--- src/rtl/multicycle_control_if.sv ---
// Handshake bundle between the multicycle datapath and its control FSM.
// master = datapath/bench side, slave = multicycle_control.
interface multicycle_control_if;
  logic [5:0] opcode_i;
  logic       zero_i;
  logic       mem_ready_i;
  logic       pc_write_o;
  logic       ir_write_o;
  logic       reg_write_o;
  logic       mem_read_o;
  logic       mem_write_o;
  logic       i_or_d_o;
  logic       reg_dst_o;
  logic       mem_to_reg_o;
  logic       alu_src_a_o;
  logic [1:0] alu_src_b_o;
  logic [2:0] alu_op_o;
  logic [1:0] pc_src_o;
  logic       retire_o;
  logic [3:0] state_o;
  logic       err_o;

  modport master (
    output opcode_i, zero_i, mem_ready_i,
    input  pc_write_o, ir_write_o, reg_write_o, mem_read_o, mem_write_o,
           i_or_d_o, reg_dst_o, mem_to_reg_o, alu_src_a_o, alu_src_b_o,
           alu_op_o, pc_src_o, retire_o, state_o, err_o
  );

  modport slave (
    input  opcode_i, zero_i, mem_ready_i,
    output pc_write_o, ir_write_o, reg_write_o, mem_read_o, mem_write_o,
           i_or_d_o, reg_dst_o, mem_to_reg_o, alu_src_a_o, alu_src_b_o,
           alu_op_o, pc_src_o, retire_o, state_o, err_o
  );
endinterface

--- src/rtl/multicycle_control.sv ---
// Multicycle MIPS-subset control FSM with memory-wait watchdog and sticky error.
// Optional macro JUMP_INSTR_EN enables the J instruction (opcode 0x02).
module multicycle_control #(
  parameter int WATCHDOG_CYCLES = 16
) (
  input  logic                 clk,
  input  logic                 reset,
  multicycle_control_if.slave  bus
);

  typedef enum logic [3:0] {
    FETCH     = 4'd0,
    DECODE    = 4'd1,
    MEM_ADDR  = 4'd2,
    MEM_READ  = 4'd3,
    MEM_WB    = 4'd4,
    MEM_WRITE = 4'd5,
    R_EXEC    = 4'd6,
    R_WB      = 4'd7,
    BRANCH    = 4'd8,
    I_EXEC    = 4'd9,
    I_WB      = 4'd10,
    JUMP      = 4'd11
  } state_t;

  localparam logic [7:0] WD_LAST = 8'(WATCHDOG_CYCLES - 1);

  state_t     state;
  state_t     state_d;
  logic [7:0] wd_cnt;
  logic       err_q;
  logic       wait_st;
  logic       wd_abort;
  logic       err_set;

  logic       pc_write;
  logic       ir_write;
  logic       reg_write;
  logic       mem_read;
  logic       mem_write;
  logic       i_or_d;
  logic       reg_dst;
  logic       mem_to_reg;
  logic       alu_src_a;
  logic [1:0] alu_src_b;
  logic [2:0] alu_op;
  logic [1:0] pc_src;
  logic       retire;

  // A ready memory always wins over the watchdog in the same cycle.
  assign wait_st  = (state == FETCH) || (state == MEM_READ) || (state == MEM_WRITE);
  assign wd_abort = wait_st && !bus.mem_ready_i && (wd_cnt == WD_LAST);

  always_ff @(posedge clk or negedge reset) begin
    if (!reset) begin
      state <= FETCH;
    end else begin
      state <= state_d;
    end
  end

  always_ff @(posedge clk or negedge reset) begin
    if (!reset) begin
      wd_cnt <= '0;
      err_q  <= 1'b0;
    end else begin
      if (wait_st && !bus.mem_ready_i) begin
        wd_cnt <= wd_abort ? '0 : wd_cnt + 8'd1;
      end else begin
        wd_cnt <= '0;
      end
      if (err_set) begin
        err_q <= 1'b1;
      end
    end
  end

  always_comb begin
    state_d = state;
    err_set = wd_abort;
    case (state)
      FETCH: begin
        if (bus.mem_ready_i)  state_d = DECODE;
        else if (wd_abort)    state_d = FETCH;
      end
      DECODE: begin
        case (bus.opcode_i)
          6'h00:        state_d = R_EXEC;
          6'h23, 6'h2B: state_d = MEM_ADDR;
          6'h04, 6'h05: state_d = BRANCH;
          6'h08, 6'h0D: state_d = I_EXEC;
`ifdef JUMP_INSTR_EN
          6'h02:        state_d = JUMP;
`endif
          default: begin
            state_d = FETCH;
            err_set = 1'b1;
          end
        endcase
      end
      MEM_ADDR:  state_d = (bus.opcode_i == 6'h23) ? MEM_READ : MEM_WRITE;
      MEM_READ: begin
        if (bus.mem_ready_i)  state_d = MEM_WB;
        else if (wd_abort)    state_d = FETCH;
      end
      MEM_WRITE: begin
        if (bus.mem_ready_i || wd_abort) state_d = FETCH;
      end
      R_EXEC:    state_d = R_WB;
      I_EXEC:    state_d = I_WB;
      default:   state_d = FETCH;
    endcase
  end

  always_comb begin
    pc_write   = 1'b0;
    ir_write   = 1'b0;
    reg_write  = 1'b0;
    mem_read   = 1'b0;
    mem_write  = 1'b0;
    i_or_d     = 1'b0;
    reg_dst    = 1'b0;
    mem_to_reg = 1'b0;
    alu_src_a  = 1'b0;
    alu_src_b  = 2'b00;
    alu_op     = 3'b000;
    pc_src     = 2'b00;
    retire     = 1'b0;
    case (state)
      FETCH: begin
        mem_read  = 1'b1;
        alu_src_b = 2'b01;
        pc_write  = bus.mem_ready_i;
        ir_write  = bus.mem_ready_i;
      end
      DECODE:    alu_src_b = 2'b11;
      MEM_ADDR: begin
        alu_src_a = 1'b1;
        alu_src_b = 2'b10;
      end
      MEM_READ: begin
        mem_read = 1'b1;
        i_or_d   = 1'b1;
      end
      MEM_WB: begin
        reg_write  = 1'b1;
        mem_to_reg = 1'b1;
        retire     = 1'b1;
      end
      MEM_WRITE: begin
        mem_write = 1'b1;
        i_or_d    = 1'b1;
        retire    = bus.mem_ready_i;
      end
      R_EXEC: begin
        alu_src_a = 1'b1;
        alu_op    = 3'b010;
      end
      R_WB: begin
        reg_write = 1'b1;
        reg_dst   = 1'b1;
        retire    = 1'b1;
      end
      BRANCH: begin
        alu_src_a = 1'b1;
        alu_op    = 3'b001;
        pc_src    = 2'b01;
        retire    = 1'b1;
        pc_write  = ((bus.opcode_i == 6'h04) &&  bus.zero_i) ||
                    ((bus.opcode_i == 6'h05) && !bus.zero_i);
      end
      I_EXEC: begin
        alu_src_a = 1'b1;
        alu_src_b = 2'b10;
        alu_op    = (bus.opcode_i == 6'h0D) ? 3'b011 : 3'b000;
      end
      I_WB: begin
        reg_write = 1'b1;
        retire    = 1'b1;
      end
`ifdef JUMP_INSTR_EN
      JUMP: begin
        pc_write = 1'b1;
        pc_src   = 2'b10;
        retire   = 1'b1;
      end
`endif
      default: ;
    endcase
  end

  // Write strobes are gated by reset so an abandoned instruction cannot write.
  assign bus.pc_write_o   = pc_write  & reset;
  assign bus.ir_write_o   = ir_write  & reset;
  assign bus.reg_write_o  = reg_write & reset;
  assign bus.mem_write_o  = mem_write & reset;
  assign bus.retire_o     = retire    & reset;
  assign bus.mem_read_o   = mem_read;
  assign bus.i_or_d_o     = i_or_d;
  assign bus.reg_dst_o    = reg_dst;
  assign bus.mem_to_reg_o = mem_to_reg;
  assign bus.alu_src_a_o  = alu_src_a;
  assign bus.alu_src_b_o  = alu_src_b;
  assign bus.alu_op_o     = alu_op;
  assign bus.pc_src_o     = pc_src;
  assign bus.state_o      = state;
  assign bus.err_o        = err_q;

endmodule

--- src/flat_wrapper.sv ---
// flat-port wrapper written by rule: the top's interface ports become plain ports
module multicycle_control_flat 
#(
  parameter int WATCHDOG_CYCLES = 16
)
  (clk, reset, bus_opcode_i, bus_zero_i, bus_mem_ready_i, bus_pc_write_o, bus_ir_write_o, bus_reg_write_o, bus_mem_read_o, bus_mem_write_o, bus_i_or_d_o, bus_reg_dst_o, bus_mem_to_reg_o, bus_alu_src_a_o, bus_alu_src_b_o, bus_alu_op_o, bus_pc_src_o, bus_retire_o, bus_state_o, bus_err_o);
  multicycle_control_if bus_i ();
  input  logic clk;
  input  logic reset;
  input wire logic [$bits(bus_i.opcode_i)-1:0] bus_opcode_i;
  input wire logic [$bits(bus_i.zero_i)-1:0] bus_zero_i;
  input wire logic [$bits(bus_i.mem_ready_i)-1:0] bus_mem_ready_i;
  output wire logic [$bits(bus_i.pc_write_o)-1:0] bus_pc_write_o;
  output wire logic [$bits(bus_i.ir_write_o)-1:0] bus_ir_write_o;
  output wire logic [$bits(bus_i.reg_write_o)-1:0] bus_reg_write_o;
  output wire logic [$bits(bus_i.mem_read_o)-1:0] bus_mem_read_o;
  output wire logic [$bits(bus_i.mem_write_o)-1:0] bus_mem_write_o;
  output wire logic [$bits(bus_i.i_or_d_o)-1:0] bus_i_or_d_o;
  output wire logic [$bits(bus_i.reg_dst_o)-1:0] bus_reg_dst_o;
  output wire logic [$bits(bus_i.mem_to_reg_o)-1:0] bus_mem_to_reg_o;
  output wire logic [$bits(bus_i.alu_src_a_o)-1:0] bus_alu_src_a_o;
  output wire logic [$bits(bus_i.alu_src_b_o)-1:0] bus_alu_src_b_o;
  output wire logic [$bits(bus_i.alu_op_o)-1:0] bus_alu_op_o;
  output wire logic [$bits(bus_i.pc_src_o)-1:0] bus_pc_src_o;
  output wire logic [$bits(bus_i.retire_o)-1:0] bus_retire_o;
  output wire logic [$bits(bus_i.state_o)-1:0] bus_state_o;
  output wire logic [$bits(bus_i.err_o)-1:0] bus_err_o;
  assign bus_i.opcode_i = bus_opcode_i;
  assign bus_i.zero_i = bus_zero_i;
  assign bus_i.mem_ready_i = bus_mem_ready_i;
  assign bus_pc_write_o = bus_i.pc_write_o;
  assign bus_ir_write_o = bus_i.ir_write_o;
  assign bus_reg_write_o = bus_i.reg_write_o;
  assign bus_mem_read_o = bus_i.mem_read_o;
  assign bus_mem_write_o = bus_i.mem_write_o;
  assign bus_i_or_d_o = bus_i.i_or_d_o;
  assign bus_reg_dst_o = bus_i.reg_dst_o;
  assign bus_mem_to_reg_o = bus_i.mem_to_reg_o;
  assign bus_alu_src_a_o = bus_i.alu_src_a_o;
  assign bus_alu_src_b_o = bus_i.alu_src_b_o;
  assign bus_alu_op_o = bus_i.alu_op_o;
  assign bus_pc_src_o = bus_i.pc_src_o;
  assign bus_retire_o = bus_i.retire_o;
  assign bus_state_o = bus_i.state_o;
  assign bus_err_o = bus_i.err_o;
  multicycle_control #(.WATCHDOG_CYCLES(WATCHDOG_CYCLES)) u_core (.clk(clk), .reset(reset), .bus(bus_i));
endmodule
--- config.mk ---
export PLATFORM = sky130hd
export DESIGN_NAME = multicycle_control_flat
export DESIGN_NICKNAME = d
export VERILOG_FILES = /design/src/rtl/multicycle_control_if.sv /design/src/rtl/multicycle_control.sv /design/src/flat_wrapper.sv
export SDC_FILE = /design/constraint.sdc
export NUM_CORES = 1
export LEC_CHECK = 0
export CAP_MARGIN = 30
export CORE_MARGIN = 3
export CORE_UTILIZATION = 49
export CTS_CLUSTER_DIAMETER = 80
export DETAILED_ROUTE_END_ITERATION = 8
export PLACE_DENSITY_LB_ADDON = 0.12
export SYNTH_ARGS = -nofsm -noshare
export SYNTH_HDL_FRONTEND = slang
export SYNTH_SLANG_ARGS = --single-unit
--- constraint.sdc ---
create_clock -name clk -period 4.8 [get_ports clk]
set_input_delay 0.96 -clock clk [delete_from_list [all_inputs] [get_ports clk]]
set_output_delay 0.96 -clock clk [all_outputs]
set_load 0.05 [all_outputs]
==> metrics.yaml <==
hold_violations: 0
setup_viol: 0
fin_crit_ns: 4.06
critPathLaunch: "bus_opcode_i[1]"
place_congestion: 0.888
grt_pass1_wl_um: 3860
clkLatencyLatePin_ns: 0.27
syn_inst: 120
worst_slack_ns: 0.736
hp-start: "u_core.wd_cnt[0]"
crit_arrival_ns: 3.10
fin_nets: 157
wl_per_cell_um: 13.7
place_inst: 166
tns_ns: 0
cpMostUsedCell: "clkdlybuf4s50_1"
relSlewSlack_pct: 62.3
cp_max_fo: 4
grt_usage_pct: 19.9
cts.sinks: 13
stdcell_count: 170
async_reset_ff_share_pct: 100
crit_required_ns: 3.84
fin_worst_skew_ns: 0.00376
cts.reportedPaths.clkPinSlew_ns: 0.07
grt_setup_unrepaired: "false"
grt_pass1_vias: 868
ioPinCount: 32
r2r-start: "u_core.bus.state_o[0]"
fmax_ghz: 0.246
dieHeight_um: 50.7
cts-resized-gates: 0
avgSynthCellArea_um2: 8.17
grt_overflow_total: 0
rows: 15
ys_seq_area_share_pct: 33.2
grt_max_degree: 20
vdd_ir_drop_max_mv: 0.245
fp.dieArea_um2: 2570
vias: 952
slowest_delay_ns: 0.85
max-cap-violations: 0
ys_ff_latch: 13
worstSetupPathType: "primary input to output pin"
diodes: 0
ant_nets: 0
critPathSlowestCell: "clkdlybuf4s50_1"
dp_slack_ns: 0.749
vias_per_cell: 5.60
drcViolationCount: 0
start_util_pct: 54.4
worst_pin_slew_ns: 0.565
h-tree-depth: 1
total_power_mw: 0.340
maxSlewViolCount: 0
start_kind: "primary input"
leakage_nw: 0.512
synth_flop_cell: "dfrtp_1"
critPathBufInv: 2
numPortBuffers: 29
hold_buffers: 0
end_kind: "output pin"
area_growth_pct: 32.4
fin_crit_sh_pct: 84.7
cts_made_buffers: 3
path_delay_family: "buffers and inverters"
dpl.hpwl_um: 1810
wl_um: 2330
p_per_area_nw_per_um2: 262
status: "completed"
drive_above_1_share_pct: 4.83
final_cell_mix: "29 x clkdlybuf4s50_1, 13 x nor2_1, 13 x dfrtp_1"
core_area_um2: 1800
antenna_found_initial: 0
yosysUniqueCellTypes: 41
yosys_warnings: 0
final_common_cell: "clkdlybuf4s50_1"
postCtsSetupBuffers: 0
drt_iter0_drc: 20
die_w_um: 50.7
path_cells: "clkdlybuf4s50_1 -> nor3_1 -> nand4_1 -> a211oi_1 -> clkdlybuf4s50_1"
hold_path_class: "flip-flop to flip-flop"
clock-root-buffer: "clkbuf_4"
drt_pass1_iterations: 4
cts_tree: "yes"
finalHoldWorstSlack_ns: 0.454
cts_buffer_depth: 2
syn_area_um2: 981
synth_edf_count: 0
## kinds of logic (layout without fill, tap and decap cells)
kind of cell	count (synthesis)	in the layout	share of synthesized area [%]
compound gates	23	23	16.5
mux	1	1	1.15
simple gates	54	54	30.6
fa+ha+maj	1	1	1.28
other cells	1	2	0.382
xor+xnor	11	11	9.82
flops	13	13	33.2
buf+inv	16	40	7.14
## cells in the mapped netlist (2+ instances only)
cell / number / area, um^2
o21ai_0: 4 / 20.0
or3_1: 4 / 25.0
nand2_1: 3 / 11.3
buf_2: 2 / 10.0
o41ai_1: 2 / 17.5
and2_1: 2 / 12.5
xnor2_1: 6 / 52.6
o21bai_1: 2 / 15.0
nor2b_1: 3 / 18.8
nor3_1: 6 / 30.0
buf_4: 2 / 15.0
o21a_1: 3 / 22.5
nand3_1: 2 / 10.0
and3_1: 3 / 18.8
nor3b_1: 2 / 15.0
nand2b_1: 5 / 31.3
clkbuf_1: 5 / 18.8
xor2_1: 5 / 43.8
nand4_1: 4 / 25.0
dfrtp_1: 13 / 325
nor2_1: 13 / 48.8
inv_1: 6 / 22.5
nor4_1: 3 / 18.8
a21oi_1: 3 / 15.0
## metal layers
metal  GRT usage (%)  part of all wire [%]  vias to the layer above
li1                -                     -                      477
met1            24.4                    44                      448
met2            33.9                    50                       27
met3            6.82                   6.1                        0
met4            4.04                     0                        0
met5               0                     0                        -
## layout make-up
cell class / count / area (um^2)
well taps: 25 / 31.3
flip-flops and latches: 13 / 325
multi-input cells: 92 / 596
clock buffers: 4 / 26.3
inverters: 6 / 22.5
repair buffers: 30 / 298
fillers: 155 / 503
## registers in the layout (all words and copies together), names as in the netlist
signal,count
u_core.bus.err_o,1
u_core.bus.state_o,4
u_core.wd_cnt,8
## metrics by stage
stage / util (%) / area, um^2
3_3_place_gp: 70.6 / 1270
5_1_grt: 72.1 / 1300
2_1_floorplan: - / 991
6_report: 72.1 / 1300
4_1_cts: 72.1 / 1300
3_5_place_dp: 70.6 / 1270
## power by group
group,leakage (nW),internal (mW),total (mW),switching [mW]
logic,0.324,0.0532,0.143,0.0895
registers,0.173,0.116,0.132,0.0166
clock network,0.0150,0.0322,0.0654,0.0332
## worst paths after layout
kind | endpoint | slack, ns | cells past startpoint
max | bus_alu_op_o[0] | 0.74 | 5
min | u_core.wd_cnt[0] | 0.45 | 1
max reg2reg | u_core.bus.state_o[2] | 2.89 | 4
min reg2reg | u_core.wd_cnt[0] | 0.45 | 1
max in group asynchronous | u_core.wd_cnt[2] | 3.59 | 2
min in group asynchronous | u_core.bus.state_o[0] | 1.03 | 2
No activity file was read; power rests on OpenSTA's default activity.
